## src/rtl/seg_scan_pkg.sv

```systemverilog
// ---------------------------------------------------------------------------
// seg_scan_pkg
//
// Shared definitions for the seg_scan display scanner:
//   ANODE_OFF            - all anodes released (active-low, so all ones),
//                          sized for the largest supported digit count
//   DP_OFF               - decimal point dark (active low)
//   DEFAULT_REFRESH_DIV  - default number of clocks each digit is held
//   MAX_DIGITS           - upper bound on NUM_DIGITS
//   clog2()              - index / counter width helper, never below 1
// ---------------------------------------------------------------------------
package seg_scan_pkg;

    localparam int MAX_DIGITS          = 8;
    localparam int DEFAULT_REFRESH_DIV = 100000;

    localparam logic [MAX_DIGITS-1:0] ANODE_OFF = '1;
    localparam logic                  DP_OFF    = 1'b1;

    // Bits needed to hold the values 0..value-1. A width of zero is never
    // useful for a register, so the result is clamped to at least 1.
    function automatic int clog2(input int value);
        int width;
        width = 0;
        for (int i = 0; i < 31; i++) begin
            if ((1 << i) < value) begin
                width = i + 1;
            end
        end
        return (width < 1) ? 1 : width;
    endfunction

endpackage : seg_scan_pkg

```

## src/rtl/seg_tick_gen.sv

```systemverilog
// ---------------------------------------------------------------------------
// seg_tick_gen
//
// Free-running prescaler for the display scanner. Counts 0..REFRESH_DIV-1
// and raises tick for the single cycle the count sits at its terminal value;
// the count returns to 0 on the following edge.
//
// Parameters:
//   REFRESH_DIV  clock cycles per tick period (minimum 2)
//
// Ports:
//   clk   in   system clock
//   rst   in   asynchronous, active-high reset (count cleared to 0)
//   tick  out  one-cycle pulse at terminal count
// ---------------------------------------------------------------------------
import seg_scan_pkg::*;

module seg_tick_gen #(
    parameter int REFRESH_DIV = DEFAULT_REFRESH_DIV
) (
    input  logic clk,
    input  logic rst,
    output logic tick
);

    localparam int               CNT_W    = clog2(REFRESH_DIV);
    localparam logic [CNT_W-1:0] TERMINAL = CNT_W'(REFRESH_DIV - 1);

    logic [CNT_W-1:0] cnt;

    // tick is decoded straight from the count so that the scan index and the
    // commit logic see it in the same cycle the count reaches its end.
    assign tick = (cnt == TERMINAL);

    // NOTE: sequential state is always updated with non-blocking assignments
    // so every register samples the pre-edge value of its neighbours.
    always_ff @(posedge clk or posedge rst) begin
        if (rst) begin
            cnt <= '0;
        end else if (tick) begin
            cnt <= '0;
        end else begin
            cnt <= cnt + CNT_W'(1);
        end
    end

endmodule : seg_tick_gen

```

## src/rtl/seg_scan.sv

```systemverilog
// ---------------------------------------------------------------------------
// seg_scan
//
// Time-multiplexed scanner for an N-digit common-anode 7-segment display.
// Each scan slot presents one 4-bit digit value to the downstream nibble to
// segment decoder together with the matching active-low anode and decimal
// point. The displayed value is double-buffered: load captures into a
// staging register, and staging is copied to the display register only on
// the tick that wraps the scan index back to digit 0, so a frame never
// mixes old and new digits.
//
// Optional feature (compile-time macro SEG_SCAN_LZ_BLANK_EN):
//   leading-zero blanking. Digit i > 0 is dark when display nibbles
//   i..NUM_DIGITS-1 are all zero; digit 0 is never blanked. Without the
//   macro every enabled digit is lit.
//
// Parameters:
//   NUM_DIGITS   digits scanned, 2..8
//   REFRESH_DIV  clock cycles each digit is held, minimum 2
//
// Ports:
//   clk           in   system clock
//   rst           in   asynchronous, active-high reset
//   value_in      in   packed nibbles, digit 0 in bits [3:0]
//   dp_in         in   decimal point request per digit, 1 = lit
//   load          in   single-cycle strobe capturing value_in / dp_in
//   digit_en      in   per-digit enable, sampled live every slot
//   bnum          out  nibble of the current digit, to the decoder
//   an            out  anode enables, active low, at most one bit low
//   dp            out  decimal point, active low
//   load_pending  out  a staged value is waiting for the next frame
//   frame_start   out  one-cycle pulse after the index wraps to 0
// ---------------------------------------------------------------------------
import seg_scan_pkg::*;

module seg_scan #(
    parameter int NUM_DIGITS  = 8,
    parameter int REFRESH_DIV = DEFAULT_REFRESH_DIV
) (
    input  logic                    clk,
    input  logic                    rst,
    input  logic [4*NUM_DIGITS-1:0] value_in,
    input  logic [NUM_DIGITS-1:0]   dp_in,
    input  logic                    load,
    input  logic [NUM_DIGITS-1:0]   digit_en,
    output logic [3:0]              bnum,
    output logic [NUM_DIGITS-1:0]   an,
    output logic                    dp,
    output logic                    load_pending,
    output logic                    frame_start
);

    localparam int                    IDX_W    = clog2(NUM_DIGITS);
    localparam logic [IDX_W-1:0]      LAST_IDX = IDX_W'(NUM_DIGITS - 1);
    localparam logic [NUM_DIGITS-1:0] AN_OFF   = ANODE_OFF[NUM_DIGITS-1:0];

    logic                        tick;
    logic                        wrap_tick;
    logic [IDX_W-1:0]            idx;

    logic [NUM_DIGITS-1:0][3:0]  stage_val;
    logic [NUM_DIGITS-1:0]       stage_dp;
    logic [NUM_DIGITS-1:0][3:0]  disp_val;
    logic [NUM_DIGITS-1:0]       disp_dp;

    logic                        cur_blank;
    logic                        cur_lit;
    logic [3:0]                  bnum_next;
    logic [NUM_DIGITS-1:0]       an_next;
    logic                        dp_next;

    // -----------------------------------------------------------------------
    // Slot timing
    // -----------------------------------------------------------------------
    seg_tick_gen #(
        .REFRESH_DIV (REFRESH_DIV)
    ) u_tick_gen (
        .clk  (clk),
        .rst  (rst),
        .tick (tick)
    );

    // The tick that ends the last slot is the frame boundary: it wraps the
    // index, commits staged data and schedules frame_start.
    assign wrap_tick = tick && (idx == LAST_IDX);

    always_ff @(posedge clk or posedge rst) begin
        if (rst) begin
            idx <= '0;
        end else if (wrap_tick) begin
            idx <= '0;
        end else if (tick) begin
            idx <= idx + IDX_W'(1);
        end
    end

    always_ff @(posedge clk or posedge rst) begin
        if (rst) begin
            frame_start <= 1'b0;
        end else begin
            frame_start <= wrap_tick;
        end
    end

    // -----------------------------------------------------------------------
    // Double buffer
    // -----------------------------------------------------------------------
    // A load arriving on the commit tick wins over the clear of load_pending:
    // the old staging content is committed on this edge while the new data
    // lands in staging and waits for the following frame.
    // NOTE: staging and display are plain registers, not memories, so they
    // are reset; a freshly reset display shows zeros instead of X.
    always_ff @(posedge clk or posedge rst) begin
        if (rst) begin
            stage_val    <= '0;
            stage_dp     <= '0;
            load_pending <= 1'b0;
        end else if (load) begin
            stage_val    <= value_in;
            stage_dp     <= dp_in;
            load_pending <= 1'b1;
        end else if (wrap_tick) begin
            load_pending <= 1'b0;
        end
    end

    always_ff @(posedge clk or posedge rst) begin
        if (rst) begin
            disp_val <= '0;
            disp_dp  <= '0;
        end else if (wrap_tick && load_pending) begin
            disp_val <= stage_val;
            disp_dp  <= stage_dp;
        end
    end

    // -----------------------------------------------------------------------
    // Leading-zero blanking
    // -----------------------------------------------------------------------
`ifdef SEG_SCAN_LZ_BLANK_EN
    logic [NUM_DIGITS-1:0] blank;

    // Walk from the most significant digit down; a digit is blanked while
    // it and everything above it are zero. Digit 0 is excluded so a zero
    // value still shows a single '0'.
    always_comb begin
        logic upper_zero;
        upper_zero = 1'b1;
        blank      = '0;
        for (int i = NUM_DIGITS - 1; i > 0; i--) begin
            upper_zero = upper_zero && (disp_val[i] == 4'd0);
            blank[i]   = upper_zero;
        end
    end

    assign cur_blank = blank[idx];
`else
    assign cur_blank = 1'b0;
`endif

    // -----------------------------------------------------------------------
    // Output stage
    // -----------------------------------------------------------------------
    assign cur_lit = digit_en[idx] && !cur_blank;

    // NOTE: every signal written here gets its default before any condition,
    // so no path leaves a value held and no latch is inferred.
    always_comb begin
        bnum_next = disp_val[idx];
        an_next   = AN_OFF;
        dp_next   = DP_OFF;
        if (cur_lit) begin
            an_next[idx] = 1'b0;
            dp_next      = ~disp_dp[idx];
        end
    end

    // Outputs are registered so the decoder and pad drivers see clean,
    // glitch-free levels; this adds one cycle between idx and the anodes.
    always_ff @(posedge clk or posedge rst) begin
        if (rst) begin
            bnum <= 4'd0;
            an   <= AN_OFF;
            dp   <= DP_OFF;
        end else begin
            bnum <= bnum_next;
            an   <= an_next;
            dp   <= dp_next;
        end
    end

endmodule : seg_scan

```

## config.mk

```make
export PLATFORM = sky130hd
export DESIGN_NAME = seg_scan
export DESIGN_NICKNAME = d
export VERILOG_FILES = /design/src/rtl/seg_scan_pkg.sv /design/src/rtl/seg_tick_gen.sv /design/src/rtl/seg_scan.sv
export SDC_FILE = /design/constraint.sdc
export NUM_CORES = 1
export LEC_CHECK = 0
export CAP_MARGIN = 10
export CORE_ASPECT_RATIO = 1.5
export CORE_MARGIN = 4
export CORE_UTILIZATION = 56
export DETAILED_ROUTE_END_ITERATION = 16
export MAX_ROUTING_LAYER = met4
export PLACE_DENSITY = 0.81
export SLEW_MARGIN = 10
export SYNTH_ARGS = -nofsm -noshare
export SYNTH_HDL_FRONTEND = slang
export SYNTH_SLANG_ARGS = --single-unit
```

## constraint.sdc

```tcl
create_clock -name clk -period 10 [get_ports clk]
set_clock_uncertainty 0.1 [all_clocks]
set_input_delay 2 -clock clk [delete_from_list [all_inputs] [get_ports clk]]
set_output_delay 2 -clock clk [all_outputs]
set_load 0.02 [all_outputs]
```

==> results_dict.tcl, run 1 <==
set metrics [dict create \
    cts_setup_buffers 0 \
    critPathMaxFanout 1 \
    ios 66 \
    place_congestion 0.8639 \
    fmax_mhz 276.9 \
    synth_edf_count 0 \
    clkLatencyLatePin_ns 0.40 \
    drt_wl_total_um 8655 \
    comb_power_share_pct 4.6 \
    die-area_sq_mm 0.01005 \
    drtPass1Iterations 4 \
    synth_ff_type "dfrtp_1" \
    grt_overflow_total 0 \
    num_vias 2788 \
    p_clk_share_pct 51.4 \
    ys_seq_area_share_pct 60.81 \
    timing.rr.start "idx[1]" \
    synthToLayoutAreaGrowth_pct 26.84 \
    cts.clk_slew.worst_paths_ns 0.05 \
    drive_gt1_share_pct 32.84 \
    setup_violations 0 \
    cts_resized 0 \
    met1_usage_pct 22.57 \
    path_class "flip-flop to output port" \
    rsz0062_at_grt "false" \
    cts_made_buffers 17 \
    grt_pass1_wl_um 14590 \
    hold_violations 0 \
    max_stage_delay_ns 0.60 \
    end_kind "output port" \
    start_kind "flip-flop" \
    syn-mean-instance-area_sq_um 14.80 \
    most-common-layout-cells "106 x dfrtp_1, 82 x mux2_2, 64 x clkdlybuf4s50_1" \
    start_util_pct 58.24 \
    slew_headroom_pct 37.97 \
    die_height_um 120.8 \
    vias_per_cell 5.499 \
    fin_cells 507 \
    cts.path.max_buffers 2 \
    drc 0 \
    hold_class "flip-flop to flip-flop" \
    fin_setup_tns_ns 0 \
    multi_input_area_sq_mm 0.001750 \
    synthArstFlopShare_pct 100.0 \
    worstMarginPinSlew_ns 0.9304 \
    hpwlAfterDp_um 5538 \
    final_common_cell "dfrtp_1" \
    busiest_layer "met2" \
    crit_family "buffers and inverters" \
    synth_fp_nets 375 \
    first_iter_violations 183 \
    grtUsageTotal_pct 19.49 \
    p_sw_uw 214.7 \
    pwr-share-seq_pct 44.1 \
    fillers 511 \
    crit_start "an[1]" \
    placed_cells 475 \
    post-route-period-util_pct 36.11 \
    drt.antenna.violating_nets 0 \
    use_met2_pct 30.82 \
    critical_path_required_ns 7.90 \
    gr-usage-met3_pct 5.999 \
    reg2reg_slack_ns 7.24 \
    period_needed_ns 3.611 \
    grt_antenna_before_repair 0 \
    synth-seq-cells 115 \
    hold_start "disp_dp[2]" \
    tritoncts "built" \
    clkSinkCount 115 \
    die_w_um 83.21 \
    drv_slew 0 \
    p_int_uw 901.9 \
    cts-root-buf "clkbuf_16" \
    antenna_cells 0 \
    crit_arrival_ns 1.51 \
    drv_cap 0 \
    core-area_sq_mm 0.008158 \
    cts_max_level 4 \
    wl_per_cell_um 17.07 \
    peakVddDrop_mv 0.1704 \
    path_buf_inv 1 \
    io_buffers 65 \
    path_cells "clkdlybuf4s50_1" \
    status "completed" \
    power_density_mw_per_mm2 185.3 \
    rows 40 \
    grt_pass1_vias 2962 \
    synth_area_sq_mm 0.004751 \
    syn_inst 321 \
    hold_buffers 0 \
    ys_types 34 \
    yosysWarnings 0 \
    grt_start_max_net_pins 69 \
    switching_share_pct 19.23 \
    final-seq-area_sq_mm 0.002889 \
    hold-worst-slack_ns 0.3808 \
    power.total_uw 1117 \
    fin_nets 443 \
    slowest_stage "clkdlybuf4s50_1" \
    p_leak_uw 0.002694 \
]
-- cells by family (layout without fill, tap and decap cells) --
logic type                 count (synthesis)  count (layout)  share of synthesized area [%]
AOI/OAI and AO/OA                          5               5                         0.6584
muxes                                     97              97                          24.84
buffers and inverters                     21             102                          2.344
adders and majority gates                  3               3                         0.7902
and+or+nand+nor                           65              65                          7.796
DFF                                      115             115                          60.81
xor gates and xnor gates                  15              15                          2.765
-- final timing paths --
kind,to,depth (start not counted)
max,an[1],1
min,disp_dp[2],1
max reg2reg,disp_val[25],6
min reg2reg,disp_dp[2],1
max in group asynchronous,u_tick_gen.cnt[16],3
min in group asynchronous,stage_dp[2],2
-- power groups by stage --
stage                     Clock (uW)  Combinational, uW  Sequential, uW
final                            574               50.9             492
after detailed placement           0               51.8             499
after global placement             0               50.4             498
after global routing             608               56.3             493
after floorplan                    0               26.7             496
after CTS                        582               52.2             492
-- metal layers --
layer,vias to the layer above,wire length (um)
li1,1284,-
met1,1407,3569
met2,74,4484
met3,23,326
met4,0,275
met5,-,0
-- per-stage QoR --
step	setup slack (ns)	instance area, sq um	util, %
floorplan	4.871	4751	-
global placement	6.184	5445	66.75
detailed placement	6.143	5445	66.75
CTS	6.368	6026	73.87
global route	6.344	6026	73.87
finish	6.389	6026	73.87
-- cell usage after synthesis (2+ instances only) --
library cell / count / area [sq um]
nor4_1: 2 / 12.51
clkbuf_1: 9 / 33.78
dfrtp_1: 106 / 2653
nand2_1: 5 / 18.77
nor3_1: 6 / 30.03
xnor2_1: 9 / 78.83
nor2b_1: 4 / 25.02
mux2i_1: 2 / 20.02
mux2_2: 82 / 923.4
ha_1: 3 / 37.54
inv_1: 3 / 11.26
buf_2: 2 / 10.01
xor2_1: 6 / 52.55
mux2_1: 5 / 56.30
nor2_1: 13 / 48.80
and3_1: 4 / 25.02
mux4_2: 8 / 180.2
buf_6: 4 / 45.04
nand4_1: 7 / 43.79
dfstp_2: 9 / 236.5
buf_1: 3 / 11.26
nand3_1: 15 / 75.07
nand3b_1: 3 / 22.52
-- registers in the layout, indices dropped and copies added (netlist names) --
register and flops:
load_pending 1, an 8, disp_val 32, disp_dp 8, stage_val 32, bnum 4
idx 3, stage_dp 8, u_tick_gen.cnt 17, dp 1, frame_start 1
-- area by class of cell --
| type | count | share of cell area, % |
|---|---|---|
| repair buffers | 67 | 10.96 |
| flip-flops and latches | 115 | 47.94 |
| clock buffers | 29 | 8.970 |
| multi-input cells | 185 | 29.05 |
| well taps | 105 | 2.180 |
| inverters | 3 | 0.2284 |
| clock inverters | 3 | 0.6645 |
Power figures use the tool's default switching activity.
==> run 2, diff against run 1 <==
CORE_UTILIZATION = 54   (was 56)
PLACE_DENSITY = 0.79   (was 0.81)
clock period = 3.4 ns   (was 10 ns; I/O delays follow)
==> run 2 against run 1 <==
  * Core utilization down 2.9 points
  * Global-route usage down 0.66 points
  * Die area up 3.4%
  * Sequential share of layout area down 0.14 points
  * Via count down 0.22%
  * Worst setup slack worse by 5.4 ns
  * Largest power group unchanged
==> results_dict.tcl, run 2 (synthesis results as in run 1) <==
set metrics [dict create \
    status "completed" \
    place_congestion 0.8502 \
    hold_violations 0 \
    num_vias 2782 \
    grt_start_max_net_pins 49 \
    p_leak_uw 0.002696 \
    rsz0062_at_grt "false" \
    use_met2_pct 31.86 \
    path_cells "buf_4 -> ha_1 -> ha_1 -> inv_1 -> nor4_4 -> buf_4 -> mux2_2" \
    die_height_um 122.9 \
    gr-usage-met3_pct 6.985 \
    period_needed_ns 2.401 \
    fin_setup_tns_ns 0 \
    antenna_cells 0 \
    core-area_sq_mm 0.008516 \
    critPathMaxFanout 40 \
    grt_pass1_wl_um 14140 \
    critical_path_required_ns 3.58 \
    cts_max_level 4 \
    drt.antenna.violating_nets 0 \
    busiest_layer "met2" \
    path_buf_inv 3 \
    drv_slew 0 \
    cts_setup_buffers 0 \
    peakVddDrop_mv 0.5544 \
    drc 0 \
    grt_antenna_before_repair 0 \
    synthToLayoutAreaGrowth_pct 27.21 \
    final_area_sq_mm 0.006043 \
    grt_pass1_vias 2956 \
    vias_per_cell 5.423 \
    cts-root-buf "clkbuf_16" \
    crit_family "buffers and inverters" \
    end_kind "flip-flop" \
    io_buffers 65 \
    power_density_mw_per_mm2 532.1 \
    tritoncts "built" \
    top_regs "disp_val: 32 flops, stage_val: 32 flops, u_tick_gen.cnt: 17 flops" \
    die-area_sq_mm 0.01039 \
    cts_made_buffers 17 \
    crit_arrival_ns 2.59 \
    cts_resized 0 \
    clkLatencyLatePin_ns 0.40 \
    slew_headroom_pct 36.90 \
    placed_area_sq_mm 0.005504 \
    grtUsageTotal_pct 18.83 \
    wl_per_cell_um 16.79 \
    hold_class "flip-flop to flip-flop" \
    cts.path.max_buffers 2 \
    grt_overflow_total 0 \
    drv_cap 0 \
    drive_gt1_share_pct 32.51 \
    final_common_cell "dfrtp_1" \
    setup_violations 0 \
    fmax_mhz 416.4 \
    drt_wl_total_um 8612 \
    rows 41 \
    first_iter_violations 141 \
    die_w_um 84.59 \
    slowest_stage "buf_4" \
    start_kind "flip-flop" \
    drtPass1Iterations 4 \
    start_util_pct 55.79 \
    hold_buffers 0 \
    max_stage_delay_ns 0.46 \
    met1_usage_pct 19.50 \
    ios 66 \
    cts.clk_slew.worst_paths_ns 0.05 \
    worstMarginPinSlew_ns 0.9431 \
    post-route-period-util_pct 70.63 \
    most-common-layout-cells "106 x dfrtp_1, 82 x mux2_2, 64 x clkdlybuf4s50_1" \
    fin_nets 447 \
    path_class "flip-flop to flip-flop" \
    clkSinkCount 115 \
    hpwlAfterDp_um 5856 \
]
-- run 2: changes by cell type in the layout (fill, tap and decap cells not counted), sizes merged --
| cell | change |
|---|---|
| buf | +4 |
| clkbuf | -3 |
| clkinv | +2 |
| bufinv | +1 |
| clkinvlp | +1 |
| inv | -1 |
-- run 2: worst paths after layout --
kind	to	cells after the start	slack, ns	start
worst max-delay path	disp_val[26]	7	1.0	idx[0]
min in group asynchronous	u_tick_gen.cnt[3]	2	0.66	rst
worst min register to register	u_tick_gen.cnt[0]	1	0.38	u_tick_gen.cnt[0]
max in group asynchronous	bnum[1]	3	1.86	rst
worst max register to register	disp_val[26]	7	1.0	idx[0]
worst min-delay path	u_tick_gen.cnt[0]	1	0.38	u_tick_gen.cnt[0]
-- run 2: cell type report --
class	instances	area (sq um)
clock inverter	6	80.08
inverter	3	15.01
fill	623	2472
clock buffer	26	459.2
tap	107	133.9
sequential	115	2889
multi-input combinational	185	1750
timing repair buffer	71	715.7
-- run 2: where the power goes --
part / internal, uW / total, uW / switching (uW)
Sequential: 1420 / 1450 / 26.5
Combinational: 98.2 / 155 / 57.0
Clock: 1070 / 1610 / 544
Total: 2590 / 3220 / 627
-- run 2: per-layer routing --
metal,vias up,wire [um]
li1,1296,-
met1,1412,3206
met2,68,4934
met3,6,375
met4,0,95
met5,-,0
-- run 2: metrics by stage --
| step | util [%] | power, uW | setup WS [ns] | std cells | hold slack [ns] |
|---|---|---|---|---|---|
| floorplan | - | 1537 | 1.228 | 321 | 0.3479 |
| global placement | 64.63 | 1622 | 1.060 | 481 | 0.3604 |
| detailed placement | 64.63 | 1628 | 0.9941 | 481 | 0.3707 |
| CTS | 70.97 | 3253 | 0.9687 | 513 | 0.3780 |
| global route | 70.97 | 3347 | 0.7976 | 513 | 0.4022 |
| finish | 70.97 | 3216 | 0.9985 | 513 | 0.3772 |
-- run 2: worst reg2reg max path, delay by kind of cell (launching register included) --
family / cells / cell delay [ns]
buf+inv: 3 / 0.80
mux: 1 / 0.42
fa+ha+maj: 2 / 0.38
flops: 1 / 0.31
simple gates: 1 / 0.26
